### config.mk
export PLATFORM = sky130hd
export DESIGN_NAME = sound_generator
export DESIGN_NICKNAME = d
export VERILOG_FILES = /design/src/rtl/sound_generator.sv
export SDC_FILE = /design/constraint.sdc
export NUM_CORES = 1
export LEC_CHECK = 0
export BUFFER_PORTS_ARGS = -buffer_cell sky130_fd_sc_hd__buf_2
export CAP_MARGIN = 40
export CORE_UTILIZATION = 58
export CTS_CLUSTER_DIAMETER = 200
export CTS_CLUSTER_SIZE = 12
export DETAILED_ROUTE_END_ITERATION = 10
export PLACE_DENSITY_LB_ADDON = 0.1
export SLEW_MARGIN = 20
export SYNTH_ARGS = -nofsm -noshare
export SYNTH_HDL_FRONTEND = slang
export SYNTH_SLANG_ARGS = --single-unit
### constraint.sdc
create_clock -name clk -period 2.3 [get_ports clk]
set_clock_uncertainty 0.1 [all_clocks]
set_input_delay 0 -clock clk [delete_from_list [all_inputs] [get_ports clk]]
set_output_delay 0 -clock clk [all_outputs]
set_load 0.01 [all_outputs]
### src/rtl/sound_generator.sv
// Three-tone sawtooth sound generator driven by game events, with a mute toggle.
// Events preempt tones of equal or lower priority; each tone is a fixed-length ramp.
module sound_generator #(
    parameter int STEP_GOOD = 8,
    parameter int STEP_BAD  = 2,
    parameter int STEP_DIR  = 4,
    parameter int DUR_GOOD  = 512,
    parameter int DUR_BAD   = 768,
    parameter int DUR_DIR   = 128
) (
    input  logic       clk,
    input  logic       rst,
    input  logic       button_i,
    input  logic       goodColl_i,
    input  logic       badColl_i,
    input  logic [3:0] direction_i,
    output logic [7:0] soundOut
);

    // Encoding doubles as priority: a larger value wins.
    typedef enum logic [1:0] {
        IDLE = 2'd0,
        DIR  = 2'd1,
        GOOD = 2'd2,
        BAD  = 2'd3
    } state_t;

    typedef enum logic {
        OFF = 1'b0,
        ON  = 1'b1
    } mode_t;

    state_t      state;
    mode_t       mode;
    logic [15:0] timer;
    logic [7:0]  acc;

    logic       button_prev;
    logic       good_prev;
    logic       bad_prev;
    logic [3:0] direction_prev;

    logic   button_ev;
    logic   good_ev;
    logic   bad_ev;
    logic   dir_ev;
    state_t req;
    logic [15:0] req_dur;
    logic [7:0]  cur_step;

    assign button_ev = button_i & ~button_prev;
    assign good_ev   = goodColl_i & ~good_prev;
    assign bad_ev    = badColl_i & ~bad_prev;
    assign dir_ev    = (direction_i != direction_prev) && (direction_i != 4'd0);

    always_comb begin
        req = IDLE;
        if (bad_ev)
            req = BAD;
        else if (good_ev)
            req = GOOD;
        else if (dir_ev)
            req = DIR;
    end

    always_comb begin
        req_dur = 16'd0;
        case (req)
            BAD:     req_dur = 16'(DUR_BAD - 1);
            GOOD:    req_dur = 16'(DUR_GOOD - 1);
            DIR:     req_dur = 16'(DUR_DIR - 1);
            default: req_dur = 16'd0;
        endcase
    end

    always_comb begin
        cur_step = 8'd0;
        case (state)
            BAD:     cur_step = 8'(STEP_BAD);
            GOOD:    cur_step = 8'(STEP_GOOD);
            DIR:     cur_step = 8'(STEP_DIR);
            default: cur_step = 8'd0;
        endcase
    end

    always_ff @(posedge clk or negedge rst) begin
        if (!rst) begin
            state          <= IDLE;
            mode           <= ON;
            timer          <= 16'd0;
            acc            <= 8'd0;
            button_prev    <= 1'b0;
            good_prev      <= 1'b0;
            bad_prev       <= 1'b0;
            direction_prev <= 4'd0;
        end else begin
            // Edge trackers run regardless of mode so held inputs never fire on un-mute.
            button_prev    <= button_i;
            good_prev      <= goodColl_i;
            bad_prev       <= badColl_i;
            direction_prev <= direction_i;

            if (button_ev) begin
                mode  <= (mode == ON) ? OFF : ON;
                state <= IDLE;
                acc   <= 8'd0;
                timer <= 16'd0;
            end else if (mode == ON && req != IDLE && req >= state) begin
                state <= req;
                acc   <= 8'd0;
                timer <= req_dur;
            end else if (state != IDLE) begin
                if (timer == 16'd0) begin
                    state <= IDLE;
                    acc   <= 8'd0;
                end else begin
                    acc   <= acc + cur_step;
                    timer <= timer - 16'd1;
                end
            end else begin
                acc <= 8'd0;
            end
        end
    end

    assign soundOut = acc;

endmodule

; ---- Word level (Yosys, flattened, before mapping)
; Cells that the tools add are included.
[word_totals]
output_inout_bits = 8
input_bits = 9
reg_bits = 34
wordCells = 54
[op_classes]
n_addsub = 2
muxes = 18
bitwise_logic = 6
n_eq_ne = 8
reduce_logical = 11
magnitude_cmp = 1
[ops]
columns = operator, n
row1 = 16-bit 2-to-1 mux, 4
row2 = 8-bit 2-to-1 mux, 4
row3 = 10-bit one-hot mux with 3 select lines, 1
row4 = 16-bit zero test, 1
row5 = 16-bit by 1-bit subtractor with 16-bit output (second input constant), 1
row6 = 2-bit 2-to-1 mux, 6
row7 = 4-bit one-hot mux with 3 select lines, 1
row8 = 8-bit adder, 1
row9 = 2-bit equality test (second input constant), 4
row10 = 3-bit nonzero test, 2
row11 = 2-bit by 1-bit equality test with 1-bit output (second input constant), 2
row12 = 4-bit inequality test, 1
row13 = 2-bit AND reduction, 2
row14 = 2-bit nonzero test, 2
row15 = 4-bit nonzero test, 1
row16 = 1-bit bitwise AND, 3
row17 = 1-bit logical AND, 3
row18 = 3-bit inequality test (second input constant), 1
row19 = 1-bit NOT, 3
row20 = 2-bit greater-or-equal comparator, 1
row21 = 1-bit 2-to-1 mux, 2

; ---- Logic depth before layout (Yosys ltp)
[depth]
word_depth = 10
ltp_mapped = 10
ltp_nobuf = 9

; ---- Least setup slack after synthesis
; Ideal clock, no wire load.
[synth_path]
path_kind = reg2reg
startpoint = register direction_prev[2]
endpoint = register state[0]
arrival_ns = 1.969
synth_period_minus_slack_ns = 2.146
path_stages_with_launch = 11
setup_time_ns = 0.077
setup_slack_ns = 0.154
n_path_buf = 1
t_required_ns = 2.123
cell_sequence = dfrtp_1 xnor2_1 a41oi_1 a21oi_1 ha_1 nand2b_1 a21o_1 o211ai_2 buf_6 nand3_1 a21oi_1
[synth_between]
elab_chain_len = 10
elab_cells_between_ends = 14
cone_classes = 1 x order compare / 1 x eq/ne / 5 x mux / 7 x reduce/logical
[synth_rtl]
columns = item, line_no
row1 = start: declaration, 41  ; logic [3:0] direction_prev;
row2 = start signal: assignment, 101  ; direction_prev <= direction_i;
row3 = 4-bit inequality test (*), 54  ; assign dir_ev = (direction_i != direction_prev) && (direction_i != 4'd0);
row4 = 1-bit logical AND (*), 54
row5 = 1-bit 2-to-1 mux (*), 62  ; else if (dir_ev)
row6 = 2-bit 2-to-1 mux (*), 60  ; else if (good_ev)
row7 = 2-bit 2-to-1 mux (*), 58  ; if (bad_ev)
row8 = branches (longest 5 deep; another with 2-bit greater-or-equal comparator), n/a
row9 = end signal: assignment, 109  ; state <= req;
row10 = end: declaration, 33  ; state_t state;
; Every way passes the cells marked *.
; A chain may end at the register's enable or synchronous reset.

; ---- Worst setup path in the final report
[layout_path]
startpoint = register direction_prev[3]
endpoint = register timer[8]
[layout_between]
elab_chain_len = 10
elab_cells_between_ends = 18
cone_classes = 1 x order compare / 5 x eq/ne / 6 x mux / 6 x reduce/logical
[layout_rtl]
columns = item, line_no
row1 = 4-bit inequality test (*), 54
row2 = 1-bit logical AND (*), 54
row3 = 1-bit 2-to-1 mux (*), 62
row4 = 2-bit 2-to-1 mux (*), 60
row5 = 2-bit 2-to-1 mux (*), 58
row6 = branches (longest 5 deep; another with 2-bit greater-or-equal comparator), n/a
row7 = end signal: assignment, 111  ; timer <= req_dur;
row8 = end signal: assignment, 118  ; timer <= timer - 16'd1;
row9 = end: declaration, 35  ; logic [15:0] timer;
; Marks and branches as above.

==> metrics.txt <==
Async S/R FF share, synth=100%; Most used DFF post-synth=dfrtp_1; Pre-antenna DRT Iters=4; Syn Nets=190; Synth Warn #=0; n_diodes=0; Placed Instances=235; share of post-route cells with drive strength above 1=27.9%; Worst R2R Setup Slack=50 ps; Final Hold Fails=0; Max-slew headroom=53.0%; drt via density=5.49; CTS sink count=33; number of global-route vias before repair=1410; DR WL/cell=14.8 um; crit path cell chain=xnor2_1 > a41oi_2 > a21oi_2 > ha_1 > nand2b_1 > a21o_1 > o211ai_4 > a22oi_2 > a211oi_2; Initial Util=60.7%; post-synthesis register bit count=33; delay of the slowest critical-path stage=390 ps; Clock Path Buffers=2; Post-Syn Instances=174; Pwr per Cell Area=999 mW/mm2; Layout area overhead=20.0%; Post-DRT Antenna Nets=0; post-route insts no fill=252; Die Area=0.00340 mm2; Placer Congestion=0.835; WS Path Type=reg -> reg; nets@finish=223; H-tree depth=2; Leak=0.927 nW; Post-route DRC=0; largest net degree at the start of global routing=34; WP data required=2460 ps; Startpoint Class=flop; CTS Buf Count=5; CP Max Fanout=6; row count=20; nature of the critical path endpoint=flop; Boundary Pins=17; period utilisation layout=97.8%; DP HPWL=2570 um; Worst Max-Slew Pin Slew=705 ps; Syn Std Cell Area=0.00184 mm2; Crit path max-delay family=compound AO/OA/AOI/OAI gates; min Tclk post-route=2250 ps; via count=1384; status=completed; overall routed net length=3730 um; Critical-path top delay cell=dfrtp_1; GRT Util Overall=24.1%; Core Box Area=0.00303 mm2; # setup viols final=0; initial antenna violation count=0; first-pass GRT wire length=6110 um; clk_lat worst skew=340 ps; Critical Path AT=2410 ps; Post-Syn Area per Cell=10.6 um2; Post-synth EDFFs=0; Layout fillers=226; Fin Setup TNS=0 ps; Port Buf Inserts=15; Clock Pin Slew Worst Setup and Hold Paths=100 ps; crit path buf inv count=0; Max Cap Violations=0; Die X-Extent=58.3 um; postcts setup bufs=0; Fmax=0.445 GHz; Unique masters post-synth=50; Hold WC Path Type=in -> async; GRT overflow=0; worst ir drop on vdd=0.617 mV; CTS tree=yes; fin. max-slew vios=0; Iteration-0 DRC Markers=54; clk root buf=clkbuf_4; die height=58.3 um; register area share after synthesis=45.0%
## cell type report
class                           instances  area, um2  share of cell area [%]
Multi-Input combinational cell        134       1040                    47.2
Inverter                                5       18.8                   0.851
Timing Repair Buffer                   28        193                    8.74
Tap cell                               44       55.1                    2.50
Clock inverter                          1       5.00                   0.227
Clock buffer                            7       65.1                    2.95
Sequential cell                        33        827                    37.5
## power by group
group          total [mW]  internal, mW  switching, mW
registers           0.887         0.716          0.170
logic               0.942         0.433          0.510
clock network       0.374         0.177          0.197
## metal layers
metal  share of wire (%)  track usage, %
met1                  43            29.3
met2                  53            41.9
met3                 2.9            6.03
met4                0.86            7.82
met5                   0               0
## synthesized netlist by cell type (all sizes together) (2+ instances only)
cell,n,area (um2)
nor3,6,41.3
xnor2,18,158
a21o,2,15.0
mux2i,2,20.0
nor2,26,105
ha,6,75.1
or4,2,18.8
and2,3,18.8
o21ai,6,33.8
dfrtp,32,801
buf,2,18.8
inv,5,18.8
a21oi,16,83.8
xor2,2,17.5
o211ai,2,20.0
nor4,9,83.8
nand3,3,15.0
nor2b,4,25.0
a31oi,2,12.5
nand2b,4,25.0
nand2,4,17.5
## worst reg2reg max path, stage by stage, from the launching register on
cell and delay [ps]:
dfrtp_1 390, xnor2_1 210, a41oi_2 160, a21oi_2 180, ha_1 260, nand2b_1 140, a21o_1 230, o211ai_4 160
a22oi_2 140, a211oi_2 210
## registers in the layout, summed over array words and instances (netlist names)
register and count:
bad_prev 1, timer 16, state 2, good_prev 1
soundOut 7, direction_prev 4, mode 1, button_prev 1
## cell families (layout without fill, tap and decap cells)
logic type	count (synthesis)	after routing	share of synthesized area [%]
adder cells (fa/ha/maj)	7	7	5.18
buffers and inverters	8	41	2.79
AND/OR/NAND/NOR	69	69	23.8
AO/OA/AOI/OAI	33	34	11.6
flip-flops	33	33	45.0
other	1	1	0.204
XOR/XNOR	20	20	9.54
multiplexers	3	3	1.91
## stage by stage
step | hold slack [ps] | util (%) | power [mW] | setup slack (ps) | instance area [um2]
after floorplan | -396 | - | 1.51 | 154 | 1840
after global placement | -16.3 | 65.1 | 1.69 | 29.9 | 1970
after detailed placement | -8.37 | 65.1 | 1.73 | -96.8 | 1970
after CTS | 151 | 70.2 | 2.13 | -17.9 | 2130
after global routing | 195 | 72.8 | 2.37 | -96.2 | 2200
final | 139 | 72.8 | 2.20 | 51.3 | 2200
## placed cells by master (no fill, tap or decap), types with 6 or more instances in the layout
cell type / instances
dlygate4sd3_1: 8
buf_2: 15
nor2_1: 25
a21oi_1: 14
xnor2_1: 17
ha_1: 6
dfrtp_1: 32
## final timing paths
kind,to,from,cells past startpoint
setup / recovery,timer[8],direction_prev[3],9
hold / removal,timer[12],rst,2
setup reg to reg,timer[8],direction_prev[3],9
hold reg to reg,soundOut[7],soundOut[7],2
max in group asynchronous,timer[6],rst,2
min in group clk,button_prev,button_i,2
## repair_timing
| item | CTS | global route |
|---|---|---|
| resized for setup | 1 | 11 |
| pin swaps | 0 | 4 |
| hold buffers | 8 | 0 |
| endpoints found under the hold margin | 40 | 0 |
| setup endpoints to repair | 9 | 25 |
| cloned | 0 | 1 |
Note: power is estimated with default switching activity, not from simulation.
